[config.mk]
export PLATFORM = sky130hd
export DESIGN_NAME = keypad_scan_ctrl
export DESIGN_NICKNAME = d
export VERILOG_FILES = /design/src/rtl/keypad_scan_ctrl.sv
export SDC_FILE = /design/constraint.sdc
export NUM_CORES = 1
export LEC_CHECK = 0
export ABC_AREA = 1
export CORE_ASPECT_RATIO = 1.4
export CORE_MARGIN = 8
export CORE_UTILIZATION = 50
export CTS_BUF_LIST = sky130_fd_sc_hd__clkbuf_4 sky130_fd_sc_hd__clkbuf_8
export DETAILED_ROUTE_END_ITERATION = 8
export GPL_TIMING_DRIVEN = 0
export PLACE_DENSITY = 0.68
export SLEW_MARGIN = 20
export SYNTH_ARGS = -nofsm -noshare
export SYNTH_HDL_FRONTEND = slang
export SYNTH_SLANG_ARGS = --single-unit
[constraint.sdc]
create_clock -name clk -period 2.26 [get_ports clk]
set_input_delay 0.226 -clock clk [delete_from_list [all_inputs] [get_ports clk]]
set_output_delay 0.226 -clock clk [all_outputs]
set_load 0.05 [all_outputs]
[src/rtl/keypad_scan_ctrl.sv]
`default_nettype none
// -----------------------------------------------------------------------------
// keypad_scan_ctrl : 4x4 keypad row scanner, press/release debounce, one strobe per press. Rev 1.0
// -----------------------------------------------------------------------------
module keypad_scan_ctrl #(
   parameter int SETTLE_CYCLES   = 4,
   parameter int DEBOUNCE_CYCLES = 8,
   parameter int CNT_W           = 16
) (
   input  logic       clk,
   input  logic       reset,
   input  logic [3:0] cols,
   output logic [3:0] key_row,
   output logic [3:0] key_code,
   output logic       key_valid,
   output logic       key_held
);

   typedef enum logic [1:0] {
      SCAN     = 2'd0,
      PRESS_DB = 2'd1,
      HELD     = 2'd2,
      REL_DB   = 2'd3
   } state_t;

   localparam logic [CNT_W-1:0] SETTLE_LAST = CNT_W'(SETTLE_CYCLES - 1);
   localparam logic [CNT_W-1:0] DEB_LAST    = CNT_W'(DEBOUNCE_CYCLES - 1);

   state_t           state, state_n;
   logic [CNT_W-1:0] cnt, cnt_n;
   logic [3:0]       cols_m, cols_s;
   logic [1:0]       row_idx, row_idx_n;
   logic [1:0]       col_idx, col_idx_n;
   logic [3:0]       col_pat, col_pat_n;
   logic [3:0]       key_row_n, key_code_n;
   logic             key_valid_n, key_held_n;
   logic             advance_row;
   logic [3:0]       col_act;
   logic             pat_valid;
   logic [1:0]       col_enc;

   function automatic logic [3:0] key_map(input logic [1:0] r, input logic [1:0] c);
      logic [3:0] code;
      code = 4'h0;
      case ({r, c})
         4'b00_00: code = 4'h1;
         4'b00_01: code = 4'h2;
         4'b00_10: code = 4'h3;
         4'b00_11: code = 4'hA;
         4'b01_00: code = 4'h4;
         4'b01_01: code = 4'h5;
         4'b01_10: code = 4'h6;
         4'b01_11: code = 4'hB;
         4'b10_00: code = 4'h7;
         4'b10_01: code = 4'h8;
         4'b10_10: code = 4'h9;
         4'b10_11: code = 4'hC;
         4'b11_00: code = 4'hE;
         4'b11_01: code = 4'h0;
         4'b11_10: code = 4'hF;
         4'b11_11: code = 4'hD;
         default:  code = 4'h0;
      endcase
      return code;
   endfunction

   always_ff @(posedge clk) begin
      if (reset) begin
         cols_m <= 4'hF;
         cols_s <= 4'hF;
      end else begin
         cols_m <= cols;
         cols_s <= cols_m;
      end
   end

   // Exactly one low column is a usable key; none or several reads as no key.
   assign col_act   = ~cols_s;
   assign pat_valid = (col_act != 4'd0) && ((col_act & (col_act - 4'd1)) == 4'd0);

   always_comb begin
      col_enc = 2'd0;
      case (col_act)
         4'b0010: col_enc = 2'd1;
         4'b0100: col_enc = 2'd2;
         4'b1000: col_enc = 2'd3;
         default: col_enc = 2'd0;
      endcase
   end

   always_ff @(posedge clk) begin
      if (reset) begin
         state     <= SCAN;
         cnt       <= '0;
         row_idx   <= 2'd0;
         col_idx   <= 2'd0;
         col_pat   <= 4'hF;
         key_row   <= 4'b1110;
         key_code  <= 4'h0;
         key_valid <= 1'b0;
         key_held  <= 1'b0;
      end else begin
         state     <= state_n;
         cnt       <= cnt_n;
         row_idx   <= row_idx_n;
         col_idx   <= col_idx_n;
         col_pat   <= col_pat_n;
         key_row   <= key_row_n;
         key_code  <= key_code_n;
         key_valid <= key_valid_n;
         key_held  <= key_held_n;
      end
   end

   always_comb begin
      state_n     = state;
      cnt_n       = cnt;
      row_idx_n   = row_idx;
      col_idx_n   = col_idx;
      col_pat_n   = col_pat;
      key_row_n   = key_row;
      key_code_n  = key_code;
      key_valid_n = 1'b0;
      key_held_n  = key_held;
      advance_row = 1'b0;

      unique case (state)
         SCAN: begin
            if (cnt == SETTLE_LAST) begin
               cnt_n = '0;
               if (pat_valid) begin
                  col_pat_n = cols_s;
                  col_idx_n = col_enc;
                  state_n   = PRESS_DB;
               end else begin
                  advance_row = 1'b1;
               end
            end else begin
               cnt_n = cnt + CNT_W'(1);
            end
         end
         PRESS_DB: begin
            if (cols_s != col_pat) begin
               cnt_n       = '0;
               advance_row = 1'b1;
               state_n     = SCAN;
            end else if (cnt == DEB_LAST) begin
               cnt_n       = '0;
               key_code_n  = key_map(row_idx, col_idx);
               key_valid_n = 1'b1;
               key_held_n  = 1'b1;
               state_n     = HELD;
            end else begin
               cnt_n = cnt + CNT_W'(1);
            end
         end
         HELD: begin
            if (cols_s == 4'hF) begin
               cnt_n   = '0;
               state_n = REL_DB;
            end
         end
         REL_DB: begin
            if (cols_s != 4'hF) begin
               cnt_n   = '0;
               state_n = HELD;
            end else if (cnt == DEB_LAST) begin
               cnt_n       = '0;
               key_held_n  = 1'b0;
               advance_row = 1'b1;
               state_n     = SCAN;
            end else begin
               cnt_n = cnt + CNT_W'(1);
            end
         end
      endcase

      if (advance_row) begin
         row_idx_n = row_idx + 2'd1;
         key_row_n = {key_row[2:0], key_row[3]};
      end
   end

endmodule
`default_nettype wire

### After elaboration in Yosys (flattened, before gate mapping)

Memory sizes are Yosys's and may differ from the RTL's. A register that Yosys moved wholly into a read port is not among the register bits.
Index checks and enable logic that the tools add are counted.

| operators by class | value |
|---|---|
| add/sub/neg operators | 3 |
| equal/unequal tests | 20 |
| muxes and demuxes | 26 |
| bitwise logic cells | 4 |
| reduce and logical (&&, ||, !) cells | 10 |

Operators with widths:

| kind | count |
|---|---|
| 16-bit 2-to-1 mux | 5 |
| 16-bit case mux with 4 select lines | 1 |
| 16-bit by 1-bit adder with 16-bit output, second input constant | 1 |
| 16-bit by 2-bit == test with 1-bit output, second input constant | 1 |
| 16-bit by 3-bit == test with 1-bit output, second input constant | 1 |
| 2-bit 2-to-1 mux | 7 |
| 2-bit != test, second input constant | 7 |
| 5-bit AND reduction | 2 |
| 1-bit 2-to-1 mux | 9 |
| 4-bit == test, second input constant | 2 |
| 2-bit case mux with 4 select lines | 1 |
| 3-bit != test, second input constant | 2 |
| 2-bit case mux with 3 select lines | 1 |
| 3-bit AND reduction | 2 |
| 4-bit bitwise AND | 1 |
| 2-bit == test, second input constant | 2 |
| 4-bit by 2-bit == test with 1-bit output, second input constant | 1 |
| 4-bit by 3-bit == test with 1-bit output, second input constant | 1 |
| 4-bit logical NOT | 1 |
| 4-bit != test | 1 |
| 4-bit != test, second input constant | 1 |
| 4-bit NOT | 1 |
| 4-bit nonzero test | 1 |
| 4-bit by 1-bit subtractor with 4-bit output, second input constant | 1 |
| 9 further kinds | 10 |

| storage, ports and cells | value |
|---|---|
| register bits after elaboration | 40 |
| ROM bits | 64 |
| input port bits | 6 |
| output and inout port bits | 10 |
| memories kept | 1 |

Memories:

| name | words | bits a word | rd ports | clocked after memory_dff | write ports | line | text |
|---|---|---|---|---|---|---|---|
| (no name shown) | 16 | 4 | 1 | 1 | 0 | 45 | `case ({r, c})` |

### Logic depth before layout (Yosys ltp)

| depth | value |
|---|---|
| word-level depth | 8 |
| mapped depth | 12 |
| depth with buffers taken out | 12 |

### Least setup slack after synthesis

No wires, ideal clock.

| timing path | value |
|---|---|
| path type | register to register |
| start | reg cnt[0] |
| end | reg cnt[10] |
| setup time | 0.119 ns |
| arrival | 1.372 ns |
| data required time | 2.141 ns |
| slack | 0.769 ns |
| cell stages (with the launch flop) | 12 |
| buffers on the path | 1 |
| path through | dfxtp_1 ha_1 nand2_1 inv_1 nand2_1 nor2_1 nand2_1 nand2_2 nand2_2 nand2_2 buf_6 nor2_4 |

| on the way | value |
|---|---|
| cells in the longest elaborated chain, start to end | 4 |
| elaborated cells on any way between the ends | 8 |
| those cells by class | add/sub: 1; eq/ne: 2; mux: 5 |

RTL lines:

| what | line | text |
|---|---|---|
| from (decl) | 30 | `logic [CNT_W-1:0] cnt, cnt_n;` |
| from (signal assigned) | 104 | `cnt <= cnt_n;` |
| 16-bit by 1-bit adder with 16-bit output or 16-bit by 3-bit == test with 1-bit output (tied branches) | -- |  |
| 16-bit 2-to-1 mux | 147, 167 |  |
| 16-bit 2-to-1 mux, on equally long branches | 164, 143 |  |
| 16-bit case mux with 4 select lines * | 127 | `unique case (state)` |

Every way passes the cells marked *; elsewhere a longest branch is shown, timed or not.
A chain may end at the register's enable or synchronous reset.

### Final worst setup path

| timing path | value |
|---|---|
| start | reg cnt[1] |
| end | reg cnt[10] |

Same word-level chain as after synthesis.

==> results.cfg <==
[pwr]
peakVddDrop_uv = 447.9
power_leakage_nw = 1.166
power-per-cell-area_nw_per_um2 = 642.0
power.total_w = 0.001653

[hold_path]
timing.hold.worst.start = cols_m[3]
min_path_cells = 1
whs_endpoint = cols_s[3]
min-delay-path-class = reg2reg

[synth]
synthesis.area_um2 = 2223
synth-simple-area-share_pct = 37.99
postSynth.asyncResetShare_pct = 0
ys_warn_count = 0
ys.flop_type = sky130_fd_sc_hd__dfxtp_1
synth_enable_flop_cells = 0
synth_mux_area_share_pct = 0.9004
synth-seq-area-share_pct = 39.62
synth_compound_gate_area_share_pct = 7.428
ys_seq_elements = 44
synthDominantCellAreaShare_pct = 39.62
syn_area_per_cell_um2 = 7.195
postSynthCellCount = 309
yosys.area_share.xor_xnor_pct = 2.757
post-synth-top-area-cell = sky130_fd_sc_hd__dfxtp_1
synthTopCellsByArea = sky130_fd_sc_hd__dfxtp_1, sky130_fd_sc_hd__nand2_1, sky130_fd_sc_hd__nor2_1, sky130_fd_sc_hd__inv_1, sky130_fd_sc_hd__nor2_2
netlist-cell-type-count = 29
yosys.cell_count.top_type = sky130_fd_sc_hd__nand2_1
post_synth_most_frequent_cells = sky130_fd_sc_hd__nand2_1, sky130_fd_sc_hd__dfxtp_1, sky130_fd_sc_hd__nor2_1
synth_adder_area_share_pct = 3.376
synthesis.nets = 321
dominant_combinational_cell_family_by_area_after_synthesis = simple AND/OR/NAND/NOR gates

[clock_network]
postCtsHoldBufs = 0
clkTransAtPathRegs_ps = 80
cts.path.max_buffers = 2
cts_max_level = 2
postCtsResizedCells = 0
worstSkewPairLatency_ps = 300
tritoncts = done
root_buffer = sky130_fd_sc_hd__clkbuf_8
cts.sink_count = 44
numCtsBuffers = 5
cts_setup_buffers = 0

[outcome]
status = finished clean

[floorplanning]
die-height_um = 94.90
ioPinCount = 16
core-area_um2 = 4239
floorplan.die_area_um2 = 6867
floorplan.rows = 28
initial_core_utilization_pct = 52.45
die-width_um = 72.36

[timing]
period_share_pct = 76.33
grt_setup_unrepaired = no
relSlewSlack_pct = 66.68
finalSetupViolCount = 0
timing.clock.skew_ps = 8.198
maxSlewViolCount = 0
layout_min_cycle_time_ps = 1725
timing.fmax_ghz = 0.5797
timing_worst_slew_pin_value_ps = 498.2
totalNegativeSetupSlack_ps = 0
setup_ws_ps = 534.9
finalHoldViolCount = 0

[global_route]
grtUsageTotal_pct = 14.23
antenna_found_initial = 0
first_global_vias = 1878
grt_max_degree = 14
global_route_wire_length_before_repair_mm = 7.728
gr-total-overflow = 0

[critical_path]
cp_data_required_time_ps = 2460
timing.critical_path.from_type = flip-flop
r2r_end = cnt[10]
r2r-start = cnt[1]
reg2reg_setup_slack_ps = 530
worstSetupEndpointType = flip-flop
worst-path-max-fanout = 10
type_of_the_worst_setup_path = reg2reg
critical_path_arrival_ps = 1920
worstRegToRegCells = 11

[place]
preCtsSetupSlack_ps = 513.6
dp_hpwl_mm = 3.225
placed_cell_area_um2 = 2449
port_buffers = 15
routabilityCongestion = 0.8379

[layout]
post_route_cells_drive_above_1_share_pct = 19.58
areaGrowthSynthToFinish_pct = 15.81
design.final.nets = 343
antenna_cells = 0
postLayoutCellArea_um2 = 2575
nFillCells = 419
final_core_utilization_pct = 60.74

[detailed_routing]
detail_route.drc_violations = 0
routed_via_density = 4.732
final_antenna_net_count = 0
routed_wire_per_std_cell_um = 10.88
detailedRoute.firstPassIterationCount = 5
initialDrtViolationCount = 99
totalWireLength_mm = 4.265
total_number_of_vias = 1855

[run]
drv.max_cap_violation_count = 0
-- worst max-delay path, stage by stage, from the launching register on --
cell and delay [ps]:
sky130_fd_sc_hd__dfxtp_1 360, sky130_fd_sc_hd__ha_1 210, sky130_fd_sc_hd__nand2_1 90, sky130_fd_sc_hd__inv_1 90, sky130_fd_sc_hd__nand2_1 50, sky130_fd_sc_hd__nor2_1 140
sky130_fd_sc_hd__nand2_1 130, sky130_fd_sc_hd__nand2_2 110, sky130_fd_sc_hd__nand2_2 70, sky130_fd_sc_hd__nand2_2 110, sky130_fd_sc_hd__buf_6 200, sky130_fd_sc_hd__nor2_4 50
-- area by class of cell --
cell class	count	area (um^2)	share of cell area [%]
buffer	7	37.54	1.458
clock buffer	7	96.34	3.741
clock inverter	1	30.03	1.166
inverter	37	138.9	5.394
multi-input combinational	221	1166	45.29
sequential	44	880.8	34.21
tap	60	75.07	2.915
timing repair buffer	15	150.1	5.831
-- state kept, by name, summed over array words and instances, names as in the netlist, 2 cells and up --
name and count:
cnt 16, col_pat 4, cols_m 4, cols_s 4, key_code 4, key_row 4
col_idx 2, row_idx 2, state 2
-- cells by family (layout without fill, tap and decap cells) --
kind of cell               Yosys count  count (layout)
DFF                                 44              44
xor gates and xnor gates             7               7
AOI/OAI and AO/OA                   29              29
buffers and inverters               44              67
muxes                                2               2
adders and majority gates            6               6
and+or+nand+nor                    177             177
-- layer usage --
| metal | track usage, % | wire [um] | share of wire [%] |
|---|---|---|---|
| met5 | 0 | 0 | 0 |
| met4 | 6.325 | 76 | 1.8 |
| met3 | 3.818 | 129 | 3.0 |
| met2 | 27.34 | 2307 | 54 |
| met1 | 13.61 | 1751 | 41 |
-- power breakdown --
part	internal, W	total (W)	switching [W]
logic	0.0000684	0.000181	0.000112
clock network	0.000390	0.000654	0.000264
registers	0.000800	0.000819	0.0000188
total	0.00126	0.00165	0.000395
-- placed cells by master, fill, tap and decap left out, drive strengths merged --
| cell | netlist | routed |
|---|---|---|
| a21oi | 13 | 13 |
| mux2i | 2 | 2 |
| nor2 | 57 | 57 |
| inv | 37 | 37 |
| nor3 | 1 | 1 |
| clkdlybuf4s50 | 0 | 15 |
| o22ai | 1 | 1 |
| nand3 | 18 | 18 |
| clkbuf | 3 | 10 |
| xnor2 | 1 | 1 |
| o21ai | 8 | 8 |
| o221ai | 1 | 1 |
| buf | 4 | 4 |
| nand4 | 3 | 3 |
| or2 | 11 | 11 |
| ha | 6 | 6 |
| dfxtp | 44 | 44 |
| bufinv | 0 | 1 |
| xor2 | 6 | 6 |
| o211ai | 5 | 5 |
| a21boi | 1 | 1 |
| nand2 | 86 | 86 |
| nand3b | 1 | 1 |
-- worst max path at each step --
stage | from | to | depth (start not counted)
after floorplan | cnt[0] | cnt[10] | 11
after global placement | reset | col_pat[1] | 5
after detailed placement | reset | col_pat[1] | 5
after CTS | cnt[0] | cnt[10] | 11
after global routing | cnt[0] | key_row[2] | 12
final | cnt[1] | cnt[10] | 11
-- per-stage QoR --
stage	hold WS [ps]	std cells
final	406.9	392
after global routing	421.8	392
after CTS	412.9	392
after detailed placement	398.3	384
after global placement	394.8	384
after floorplan	329.8	309
Power figures use the tool's default switching activity.
==> RTL change 1, RTL diff (config.mk and constraints unchanged) <==
Change the parameter `CNT_W` from 16 to 14.
--- a/src/rtl/keypad_scan_ctrl.sv
+++ b/src/rtl/keypad_scan_ctrl.sv
@@ -5,7 +5,7 @@
 module keypad_scan_ctrl #(
    parameter int SETTLE_CYCLES   = 4,
    parameter int DEBOUNCE_CYCLES = 8,
-   parameter int CNT_W           = 16
+   parameter int CNT_W           = 14
 ) (
    input  logic       clk,
    input  logic       reset,
Behaviour: no difference found for any inputs over 10 cycles, from zero or initial values and one cycle with reset high; that may be too few to reach the edited logic, so the function may still have changed.
==> RTL change 1 against the unedited design <==
Sequential cell count shrank 2; synthesized area shrank 7.4%; worst setup slack better by 0.034 ns; wire length fell by 4.6%; utilization decreased by 1.1 points; sequential share of layout area up 1.4 points; combinational power down 7%; register-to-register slack better by 0.07 ns; cell area is 8.4% lower; critical endpoint is now key_row[1]; largest cell class unchanged; power shrank 12%.
==> RTL change 1: results <==
[synthesis]
ys_warn_count = 0
synthArstFlopShare = 0
synthTopCellsByCount = "75 x nand2_1, 42 x dfxtp_1, 40 x nor2_1, 34 x inv_1, 22 x nand3_1"
synth_area_leaders = "dfxtp_1 41%, nand2_1 14%, nor2_1 7.3%, inv_1 6.2%, nand3_1 5.3%"
syn-num-nets = 309
yosys.cell_types.count = 24

[grt]
grt_pass1_vias = 1789
grt_pass1_wl_um = 7169
grt_max_degree = 13
grt_usage = 0.1327

[detailed_routing]
detail_route.wl_per_cell_um = 11.20
vias_per_cell = 5.077
drtIter0Drc = 82

[finish]
fin_nets = 331
largest_register_ffs = 14
fillers = 403
drive_gt1_frac = 0.1125

[placement]
dp_hpwl_um = 3097
gp_congestion = 0.8509

[timing]
fin_skew_ns = 0.005861
worstMarginPinSlew_ns = 0.5076

[power]
leakage_uw = 0.001108
peakVddDrop_mv = 0.4828

[worst_setup_path]
slowest_delay_ns = 0.81
crit_arrival_ns = 1.47
cp_top_family = "buffers and inverters"
crit_fanout = 3
crit_path_top_delay_cell = "clkdlybuf4s50_1"

[status]
status = "finished, final reports clean"

[clock_tree]
clock_latency_ns = 0.30
RTL change 1: cell types whose count changed in the layout (fill, tap and decap cells not counted), sizes merged, moves of 3 or more:
cell,change
nand2,-8
nand3,+4
nand4,-3
nor2,-5
o21ai,+9
xor2,-3
RTL change 1: cell families (layout without fill, tap and decap cells):
group	Yosys count	in the layout	share of synthesized area
and+or+nand+nor	165	165	0.3560
DFF	42	42	0.4083
buffers and inverters	41	64	0.07897
AOI/OAI and AO/OA	39	39	0.1033
adders and majority gates	6	6	0.03645
xor gates and xnor gates	4	4	0.01701
RTL change 1: worst paths after layout:
check / from / endpoint / cells past startpoint
max reg2reg: cnt[0]$_SDFFE_PP0P_ / row_idx[0]$_SDFFE_PP0P_ / 10
max: key_row[1]$_SDFFE_PP1P_ / key_row[1] / 1
min: cols_m[0]$_SDFF_PP1_ / cols_s[0]$_SDFF_PP1_ / 1
min reg2reg: cols_m[0]$_SDFF_PP1_ / cols_s[0]$_SDFF_PP1_ / 1
RTL change 1: per-stage QoR:
stage	instances	cell area, µm²	hold WS (ns)	setup slack, ns
floorplan	297	2059	0.3298	0.8405
global placement	355	2263	0.3917	0.5438
detailed placement	355	2263	0.3988	0.5404
CTS	363	2359	0.4170	0.5520
global route	363	2359	0.4278	0.3822
finish	363	2359	0.4134	0.5688
RTL change 1: final cells by class:
type,count,area [µm²],area share
clock inverter,1,5.005,0.002122
clock buffer,7,90.09,0.03820
inverter,36,135.1,0.05729
buffer,5,27.53,0.01167
sequential,42,840.8,0.3565
tap,43,53.80,0.02281
multi-input combinational,214,1056,0.4477
timing repair buffer,15,150.1,0.06366
RTL change 1: power by group:
group	internal (µW)	switching, µW	leakage (µW)
clock network	259	253	0.0000517
registers	765	17.1	0.000341
logic	63.8	104	0.000715
RTL change 1: layer usage:
metal,wire [µm],GRT usage,vias to the layer above,share of wire
met5,0,0,-,0
met4,86,0.06218,0,0.021
met3,132,0.03344,8,0.032
met2,2101,0.2475,30,0.52
met1,1746,0.1319,829,0.43
li1,-,-,976,-
==> RTL change 2, RTL diff (same flow settings) <==
Made on the original files. Encoding of `state_t`: now one-hot (4 bits for 4 states).
--- a/src/rtl/keypad_scan_ctrl.sv
+++ b/src/rtl/keypad_scan_ctrl.sv
@@ -16,11 +16,11 @@
    output logic       key_held
 );
 
-   typedef enum logic [1:0] {
-      SCAN     = 2'd0,
-      PRESS_DB = 2'd1,
-      HELD     = 2'd2,
-      REL_DB   = 2'd3
+   typedef enum logic [3:0] {
+      SCAN     = 4'b0001,
+      PRESS_DB = 4'b0010,
+      HELD     = 4'b0100,
+      REL_DB   = 4'b1000
    } state_t;
 
    localparam logic [CNT_W-1:0] SETTLE_LAST = CNT_W'(SETTLE_CYCLES - 1);
Function: same outputs for any inputs over 10 cycles, from zero or initial values and one cycle with reset high; not proved beyond that.
==> RTL change 2 against the unedited design <==
Combinational power grew 72%; clock skew increased by 0.0044 ns; wire length is 33% higher; cell area rose by 21%; critical endpoint is now key_row[2]; power rose by 2.2%; hold slack gained 0.0045 ns; sequential cell count up 2; critical path depth down 10; synthesized area up 25%; worst setup slack improved by 0.014 ns.
==> RTL change 2: results <==
[status]
status = "finished, final reports clean"

[finish]
drive_gt1_frac = 0.1840
clkbuf_count = 6
buffers = 21
fin_nets = 424
seqCellArea_um2 = 920.9
clk_share = 0.02897
seq_cell_count = 46
buffer_area_frac = 0.05835

[grt]
grt_pass1_wl_um = 9763
grt_max_degree = 15

[synthesis]
synth_area_leaders = "dfxtp_1 33%, nand2_1 12%, nand3_1 5.6%, inv_1 5.5%, nand2_4 4.9%"
yosys.cell_types.count = 35
syn-num-nets = 402
postSynthAreaPerCell_um2 = 7.138

[placement]
gp_congestion = 0.8609
placed_area_mm2 = 0.003019
place_inst = 473

[worst_setup_path]
crit-reg2reg-capture = "cnt[4]$_SDFFE_PP0P_"
crit_fanout = 3
slowest_delay_ns = 0.82
cp_top_family = "buffers and inverters"
crit_arrival_ns = 1.48
reg2regPathDepth = 10
r2r_setup_slack_ns = 0.56

[detailed_routing]
wl_um = 5683
detail_route.wl_per_cell_um = 11.81

[timing]
maxSlewHeadroom = 0.6145
finalCriticalPeriod_ns = 1.711

[power]
switching_power_uw = 511.2
-- RTL change 2: cell count changes after synthesis, moves of 7 or more --
cell	delta
inv_2	-7
o21ai_0	+13
a21oi_1	+13
nand2_4	+11
nand2_1	+10
nand2_2	+7
inv_1	+15
nand3_1	+17
nor2_2	-8
-- RTL change 2: kinds of logic after synthesis --
group,Yosys count,share of synthesized area
multiplexers,1,0.003596
buffers and inverters,56,0.08269
flip-flops,46,0.3308
AND/OR/NAND/NOR,225,0.4436
XOR/XNOR,3,0.009440
adder cells (fa/ha/maj),6,0.02697
AO/OA/AOI/OAI,53,0.1029
-- RTL change 2: per-layer routing --
layer / track usage / wire length [µm] / share of wire
met4: 0.05053 / 88 / 0.015
met5: 0 / 0 / 0
met3: 0.03114 / 221 / 0.039
met1: 0.1767 / 2677 / 0.47
met2: 0.2363 / 2696 / 0.47
